===== src/rtl/video_format_monitor_pkg.sv =====
// Shared constants, state encoding and helpers for the NTSC/PAL VSYNC monitor.
// Default thresholds are derived from the nominal system clock frequency.
package video_format_monitor_pkg;

    localparam logic FORMAT_NTSC = 1'b0;
    localparam logic FORMAT_PAL  = 1'b1;
    localparam logic TRUE        = 1'b1;
    localparam logic FALSE       = 1'b0;

    // 48 MHz reference: 75 Hz, 26.67 Hz, 20 Hz and 12 Hz equivalents.
    localparam int CLK_FREQ        = 48_000_000;
    localparam int DEF_MIN_CYC     = CLK_FREQ / 75;
    localparam int DEF_THRESH_CYC  = (CLK_FREQ / 80) * 3;
    localparam int DEF_MAX_CYC     = CLK_FREQ / 20;
    localparam int DEF_TIMEOUT_CYC = CLK_FREQ / 12;

    typedef enum logic [1:0] {
        ST_IDLE,
        ST_ACQUIRE,
        ST_LOCKED
    } state_t;

    function automatic logic classify_period(input logic [31:0] period,
                                             input logic [31:0] thresh);
        return (period > thresh) ? FORMAT_PAL : FORMAT_NTSC;
    endfunction

    function automatic logic in_window(input logic [31:0] period,
                                       input logic [31:0] lo,
                                       input logic [31:0] hi);
        return (period >= lo) && (period <= hi);
    endfunction

endpackage


===== src/rtl/video_format_monitor_sync_edge_detect.sv =====
// Two-flop synchroniser for the asynchronous VSYNC pin plus one history flop,
// producing a single-cycle pulse on the selected (active) edge.
module sync_edge_detect
    import video_format_monitor_pkg::*;
#(
    parameter int POL = 0
) (
    input  logic clk_in,
    input  logic rst,
    input  logic async_in,
    output logic edge_pulse
);

    logic [1:0] sync_ff;
    logic       hist_ff;

    always_ff @(posedge clk_in) begin
        if (rst) begin
            sync_ff <= 2'b00;
            hist_ff <= 1'b0;
        end else begin
            sync_ff <= {sync_ff[0], async_in};
            hist_ff <= sync_ff[1];
        end
    end

    // Pulse is combinational so the monitor registers the edge on the third clock.
    always_comb begin
        edge_pulse = FALSE;
        if (POL != 0) begin
            edge_pulse = sync_ff[1] & ~hist_ff;
        end else begin
            edge_pulse = ~sync_ff[1] & hist_ff;
        end
    end

endmodule


===== src/rtl/video_format_monitor.sv =====
// Continuous NTSC/PAL classifier: measures each VSYNC period, locks or switches
// format after N_SAMPLES agreeing in-window measurements, and drops lock on VSYNC loss.
module video_format_monitor
    import video_format_monitor_pkg::*;
#(
    parameter int CNT_W       = 22,
    parameter int N_SAMPLES   = 3,
    parameter int MIN_CYC     = DEF_MIN_CYC,
    parameter int THRESH_CYC  = DEF_THRESH_CYC,
    parameter int MAX_CYC     = DEF_MAX_CYC,
    parameter int TIMEOUT_CYC = DEF_TIMEOUT_CYC,
    parameter int VSYNC_POL   = 0
) (
    input  logic             clk_in,
    input  logic             rst,
    input  logic             vsync_in,
    output logic             format_valid,
    output logic             format_type,
    output logic [CNT_W-1:0] period_out,
    output logic             format_changed,
    output logic             sync_lost
);

    localparam logic [CNT_W-1:0] TIMEOUT_C = CNT_W'(TIMEOUT_CYC);
    localparam logic [CNT_W-1:0] ONE_C     = CNT_W'(1);
    localparam logic [3:0]       N_C       = 4'(N_SAMPLES);

    logic active_edge;

    state_t           state_q,   state_d;
    logic [CNT_W-1:0] counter_q, counter_d;
    logic [3:0]       agree_q,   agree_d;
    logic             cand_q,    cand_d;
    logic [CNT_W-1:0] period_q,  period_d;
    logic             type_q,    type_d;
    logic             valid_q,   valid_d;
    logic             changed_q, changed_d;
    logic             lost_q,    lost_d;

    logic             meas_class;
    logic             meas_ok;
    logic             armed;
    logic             timeout_hit;

    sync_edge_detect #(
        .POL (VSYNC_POL)
    ) u_sync (
        .clk_in     (clk_in),
        .rst        (rst),
        .async_in   (vsync_in),
        .edge_pulse (active_edge)
    );

    always_comb begin
        meas_class  = classify_period(32'(counter_q), 32'(THRESH_CYC));
        meas_ok     = in_window(32'(counter_q), 32'(MIN_CYC), 32'(MAX_CYC));
        armed       = (counter_q != '0);
        timeout_hit = (counter_q == TIMEOUT_C);
    end

    always_ff @(posedge clk_in) begin
        if (rst) begin
            state_q   <= ST_IDLE;
            counter_q <= '0;
            agree_q   <= '0;
            cand_q    <= FORMAT_NTSC;
            period_q  <= '0;
            type_q    <= FORMAT_NTSC;
            valid_q   <= FALSE;
            changed_q <= FALSE;
            lost_q    <= FALSE;
        end else begin
            state_q   <= state_d;
            counter_q <= counter_d;
            agree_q   <= agree_d;
            cand_q    <= cand_d;
            period_q  <= period_d;
            type_q    <= type_d;
            valid_q   <= valid_d;
            changed_q <= changed_d;
            lost_q    <= lost_d;
        end
    end

    // An edge always takes priority over a coincident timeout.
    always_comb begin
        state_d   = state_q;
        counter_d = counter_q;
        agree_d   = agree_q;
        cand_d    = cand_q;
        period_d  = period_q;
        type_d    = type_q;
        valid_d   = valid_q;
        changed_d = FALSE;
        lost_d    = lost_q;

        if (active_edge) begin
            counter_d = ONE_C;
            lost_d    = FALSE;
            if (state_q == ST_IDLE) begin
                state_d = ST_ACQUIRE;
            end

            if (armed) begin
                if (meas_ok) begin
                    period_d = counter_q;
                    if (meas_class == cand_q) begin
                        agree_d = (agree_q >= N_C) ? N_C : agree_q + 4'd1;
                    end else begin
                        cand_d  = meas_class;
                        agree_d = 4'd1;
                    end
                end else begin
                    agree_d = '0;
                end
            end

            if (armed && (agree_d == N_C)) begin
                if (state_q == ST_ACQUIRE) begin
                    type_d  = cand_d;
                    valid_d = TRUE;
                    state_d = ST_LOCKED;
                end else if ((state_q == ST_LOCKED) && (cand_d != type_q)) begin
                    type_d    = cand_d;
                    changed_d = TRUE;
                end
            end
        end else if (timeout_hit) begin
            // Counter parks at zero until the next edge re-arms it.
            counter_d = '0;
            agree_d   = '0;
            valid_d   = FALSE;
            lost_d    = TRUE;
            state_d   = ST_IDLE;
        end else if (armed) begin
            counter_d = counter_q + ONE_C;
        end
    end

    assign format_valid   = valid_q;
    assign format_type    = type_q;
    assign period_out     = period_q;
    assign format_changed = changed_q;
    assign sync_lost      = lost_q;

endmodule


===== config.mk =====
export PLATFORM = sky130hd
export DESIGN_NAME = video_format_monitor
export DESIGN_NICKNAME = d
export VERILOG_FILES = /design/src/rtl/video_format_monitor_pkg.sv /design/src/rtl/video_format_monitor_sync_edge_detect.sv /design/src/rtl/video_format_monitor.sv
export SDC_FILE = /design/constraint.sdc
export NUM_CORES = 1
export LEC_CHECK = 0
export CAP_MARGIN = 10
export CORE_MARGIN = 2
export CORE_UTILIZATION = 45
export CTS_BUF_LIST = sky130_fd_sc_hd__clkbuf_16
export CTS_CLUSTER_DIAMETER = 150
export CTS_CLUSTER_SIZE = 16
export DETAILED_ROUTE_END_ITERATION = 16
export PLACE_DENSITY = 0.75
export SLEW_MARGIN = 20
export SYNTH_ARGS = -nofsm -noshare
export SYNTH_HDL_FRONTEND = slang
export SYNTH_HIERARCHICAL = 1
export SYNTH_SLANG_ARGS = --single-unit

===== constraint.sdc =====
create_clock -name clk_in -period 6.36 [get_ports clk_in]
set_input_delay 1.272 -clock clk_in [delete_from_list [all_inputs] [get_ports clk_in]]
set_output_delay 1.272 -clock clk_in [all_outputs]
set_load 0.005 [all_outputs]

Yosys cells after proc, flatten, opt, wreduce, memory -nomap -nowiden
Index checks and enable logic that the tools add are counted.
{"block": "word_totals", "regBits": 58, "out_inout_bits": 26, "elab_cells": 71}
{"block": "op_classes", "n_addsub": 2, "order_cmp": 4, "n_eq_ne": 8, "n_mux": 27, "bitwise_logic": 4, "reduce_logical": 14}
{"cell": "$mux 4", "count": 7}
{"cell": "$add 22x1->22 const B", "count": 1}
{"cell": "$eq 22x22->1 const B", "count": 1}
{"cell": "$ge 22x20->1 const B", "count": 1}
{"cell": "$gt 22x21->1 const B", "count": 1}
{"cell": "$le 22x22->1 const B", "count": 1}
{"cell": "$reduce_bool 22->1", "count": 1}
{"cell": "$mux 1", "count": 15}
{"cell": "$mux 2", "count": 5}
{"cell": "$reduce_and 3->1", "count": 3}
{"cell": "$add 4x1->4 const B", "count": 1}
{"cell": "$eq 4x2->1 const B", "count": 1}
{"cell": "$ge 4x2->1 const B", "count": 1}
{"cell": "$ne 2x1->1 const B", "count": 2}
{"cell": "$reduce_bool 2->1", "count": 2}
{"cell": "$reduce_or 4->1", "count": 1}
{"cell": "$logic_and 1x1->1", "count": 3}
{"cell": "$not 1->1", "count": 3}
{"cell": "$reduce_bool 3->1", "count": 1}
{"cell": "$reduce_or 3->1", "count": 1}
{"cell": "$eq 2x1->1 const B", "count": 1}
{"cell": "$eq 2x2->1 const B", "count": 1}
{"cell": "$logic_not 2->1", "count": 1}
{"cell": "$reduce_or 2->1", "count": 1}
{"cell": "3 further kinds", "count": 3}

Depth between registers and ports, before layout
{"block": "depth", "depth_word": 11, "mapped_depth": 9, "mapped_depth_nobuf": 8}

Cells and area by module
The synthesis kept the hierarchy.
{"mod": "video_format_monitor", "n_inst": 1, "cells_per_inst": 311, "area_each_um2": 2715.1, "seq_area_each_um2": 1101.1}
{"mod": "sync_edge_detect", "n_inst": 1, "cells_per_inst": 7, "area_each_um2": 87.6, "seq_area_each_um2": 60.1}

Least setup slack after synthesis
OpenSTA, ideal clock, no wires.
{"block": "synth_path", "path_kind": "reg2reg", "start": "register counter_q[18]", "end": "register state_q[0]", "t_arrival_ps": 2079, "required_time_ps": 6243, "slack_ps": 4164, "path_stages_with_launch": 8, "n_path_buf": 1, "period_less_slack_ps": 2196, "cell_sequence": "dfxtp_1 buf_6 or3_4 or3_4 o21a_1 a211oi_4 nand4_1 a32o_1"}
{"block": "synth_between", "elab_chain_cells": 11, "word_cells_on_any_way": 17}
{"item": "start: declaration", "line_no": "video_format_monitor.sv:31", "rtl": "logic [CNT_W-1:0] counter_q, counter_d;"}
{"item": "start signal: assignment", "line_no": "video_format_monitor.sv:74", "rtl": "counter_q <= counter_d;"}
{"item": "$gt 22x21->1", "line_no": "video_format_monitor_pkg.sv:25", "rtl": "return (period > thresh) ? FORMAT_PAL : FORMAT_NTSC;"}
{"item": "$mux 1", "line_no": "video_format_monitor_pkg.sv:25"}
{"item": "$eq 1x1->1", "line_no": "video_format_monitor.sv:107", "rtl": "if (meas_class == cand_q) begin"}
{"item": "$mux 4", "line_no": "video_format_monitor.sv:107"}
{"item": "$mux 4", "line_no": "video_format_monitor.sv:105", "rtl": "if (meas_ok) begin"}
{"item": "$mux 4", "line_no": "video_format_monitor.sv:104", "rtl": "if (armed) begin"}
{"item": "$mux 4", "line_no": "video_format_monitor.sv:97", "rtl": "if (active_edge) begin"}
{"item": "$eq 4x2->1", "line_no": "video_format_monitor.sv:118", "rtl": "if (armed && (agree_d == N_C)) begin"}
{"item": "$logic_and 1x1->1", "line_no": "video_format_monitor.sv:118"}
{"item": "$mux 2", "line_no": "video_format_monitor.sv:118"}
{"item": "$mux 2", "line_no": "video_format_monitor.sv:97"}
{"item": "end signal: assignment", "line_no": "video_format_monitor.sv:73", "rtl": "state_q <= state_d;"}
{"item": "end: declaration", "line_no": "video_format_monitor.sv:30", "rtl": "state_t state_q, state_d;"}
Parallel ways exist; a longest one is shown, timed or not. The select of a mux whose other input is x is not followed.
A chain may end at the register's enable or synchronous reset.

Worst setup path after layout
{"block": "layout_path", "start": "input rst", "end": "register counter_q[17]"}
{"block": "layout_between", "elab_chain_cells": 1}
{"item": "start: declaration", "line_no": "video_format_monitor.sv:15", "rtl": "input logic rst,"}
{"item": "$reduce_or 3->1 (no line)"}
Every way passes these cells.

==> run summary <==
status: finished clean
CTS H-tree lvls: 3
Rel. slew slack: 52.8%
final hold violation count: 0
Yosys reg bits: 58
hold_buf cts: 0
Setup crit start kind: input pin
GRT Total Usage: 17.5%
critical path's top delay family: buffers and inverters
# DRC: 0
syn nets: 328
# Post-CTS Setup Buffers: 0
gr ovfl total: 0
row cnt: 28
post-route ant nets: 0
cells after synthesis: 318
post-synthesis sequential area ratio: 41.4%
Final Net Count: 347
worst-path cell chain: clkdlybuf4s50_1, buf_4, or3_1, nor2_1
Worst Path Class, Setup: in -> reg
# placed instances: 401
measured slew at the worst slew-check pin: 0.708 ns
area of the multi-input gates: 1480 um2
Skew-Pair Late Insertion Delay: 0.33 ns
syn_area_per_cell: 8.81 um2
Worst path max stage delay: 0.58 ns
crit path DAT: 2.78 ns
Root Driver: clkbuf_16
dominant cell type by area after synthesis: dfxtp_1
Period Utilization, post-route: 40.8%
clk slew on worst S/H paths: 0.05 ns
Detailed Route Iter0 Violations: 116
DR WL/cell: 13.9 um
Die Wd: 82.9 um
clk sinks: 58
Via-to-Cell Ratio: 5.34
Resize count post-CTS: 0
Placer Congestion: 0.812
CTS Buf Count: 9
Max Slew Vio Count: 0
CP Max Fanout: 37
Synth top area share: 41.4%
number of max-cap violations: 0
CP Capture Type: flip-flop
ANT cells: 0
min-delay worst type: reg -> reg
Core Util, Final: 56.2%
Worst Path Buf+Inv: 2
Layout Skew: 0.00661 ns
CTS tree: built
Yosys cell types: 53
Starting Density: 47.1%
FMAX: 386 MHz
post-detail-place hpwl: 3.85 mm
CTS Buffer Depth: 2
min Tclk post-route: 2.59 ns
Final setup viols: 0
largest net degree at the start of global routing: 38
P&R area growth vs syn: 19.4%
Design Power: 876 uW
worst endpoint required time: 6.55 ns
fillers: 566
Synth Cell Area: 2800 um2
top cells by area, synth: dfxtp_1, mux2i_1, nor2_1
worst-case vdd ir drop: 0.000153 V
Final Instance Count excl. Fillers: 417
total wire length: 5.79 mm
Die H: 82.9 um
Power Density: 262 nW/um2
I/O Pins: 29
Yosys Warn Count: 6
Sum Neg Setup Slack: 0 ns
first-pass GRT wire length: 9.82 mm
core area: 5960 um2
die area: 6880 um2
RSZ-0062 raised after global routing: false
vias in the first global route: 2114
share of cells above drive strength 1: 7.60%
drt pass-1 iters: 4
input/output buffers: 28
vias: 2227
flip-flop and latch area: 1160 um2
crit path max-delay cell type: or3_1
Leak: 0.00133 uW
initial antenna violation count: 0
==> logic make-up (layout without fill, tap and decap cells) <==
group / count (synthesis) / count (layout) / share of synthesized area, %
buffers and inverters: 32 / 56 / 5.67
xor gates and xnor gates: 20 / 20 / 6.25
muxes: 23 / 23 / 8.21
adders and majority gates: 7 / 7 / 3.12
DFF: 58 / 58 / 41.4
and+or+nand+nor: 146 / 146 / 26.6
AOI/OAI and AO/OA: 32 / 32 / 8.71
==> report_power, final <==
part	leakage [uW]	switching, uW	internal [uW]	total (uW)
registers	0.000468	4.69	369	374
logic	0.000715	30.6	20.2	50.8
clock network	0.000148	157	294	451
==> cell usage after synthesis (all sizes together) <==
master and n:
and3 5, ha 7, o2bb2ai 1, nand2b 2
a211o 1, o311ai 1, and2b 1, a221oi 1
nand4b 1, mux2i 23, or2 2, inv 11
xnor2 12, o32a 1, o211ai 1, buf 9
nor2 58, o21a 2, dfxtp 58, or4 1
a31oi 2, nand3 15, clkbuf 12, a211oi 2
xor2 8, nor3b 2, or2b 1, o41a 1
o22ai 1, o21ai 6, nand3b 4, a32o 1
or3 7, nand4 5, nor2b 5, nor3 8
a31o 2, and2 4, a21oi 8, nor4 7
nand2 16, a21o 1, and4 2
==> registers in the layout, summed over array words and instances, names as in the netlist <==
| name | count |
|---|---|
| format_changed | 1 |
| format_valid | 1 |
| u_sync/sync_ff | 2 |
| agree_q | 4 |
| counter_q | 22 |
| sync_lost | 1 |
| cand_q | 1 |
| period_out | 22 |
| format_type | 1 |
| u_sync/hist_ff | 1 |
| state_q | 2 |
==> per-layer routing <==
| layer | vias up | global-route usage [%] | wire length (um) | share of wire [%] |
|---|---|---|---|---|
| li1 | 1128 | - | - | - |
| met1 | 1046 | 21.1 | 2750 | 47 |
| met2 | 43 | 28.7 | 2660 | 46 |
| met3 | 10 | 3.58 | 244 | 4.2 |
| met4 | 0 | 10.3 | 144 | 2.5 |
| met5 | - | 0 | 0 | 0 |
==> stage by stage <==
stage | hold WS, ns | setup WS, ns | area [um2]
4_1_cts | 0.448 | 3.72 | 3350
3_5_place_dp | 0.436 | 3.40 | 3070
2_1_floorplan | 0.414 | 4.16 | 2800
6_report | 0.447 | 3.77 | 3350
3_3_place_gp | 0.424 | 3.46 | 3070
5_1_grt | 0.460 | 3.59 | 3350
==> path summary, 6_finish.rpt <==
check | from | slack (ns) | endpoint | cells past startpoint
max | rst | 3.77 | counter_q[17]$_SDFFE_PP0N_ | 4
min | u_sync/sync_ff[0]$_SDFF_PP0_ | 0.45 | u_sync/sync_ff[1]$_SDFF_PP0_ | 1
max reg2reg | counter_q[11]$_SDFFE_PP0N_ | 3.94 | state_q[0]$_SDFFE_PP0P_ | 6
min reg2reg | u_sync/sync_ff[0]$_SDFF_PP0_ | 0.45 | u_sync/sync_ff[1]$_SDFF_PP0_ | 1
==> layout make-up <==
cell class	count	area share, %
clock buffer	9	6.73
clock inverter	7	1.61
inverter	11	1.23
multi-input combinational	228	44.3
sequential	58	34.7
tap	75	2.80
timing repair buffer	29	8.60
==> layout by cell type (no fill, tap or decap), types with 3 or more instances in the layout <==
cell,n
a21oi_1,8
and2_1,4
and3_1,3
clkbuf_16,9
clkdlybuf4s50_1,28
dfxtp_1,58
ha_1,7
inv_1,14
mux2i_1,23
nand2_1,16
nand3_1,15
nand3b_1,4
nand4_1,5
nor2_1,57
nor2b_1,5
nor3_1,7
nor4_1,6
o21ai_0,4
or3_1,5
xnor2_1,12
xor2_1,8
Power figures use the tool's default switching activity.
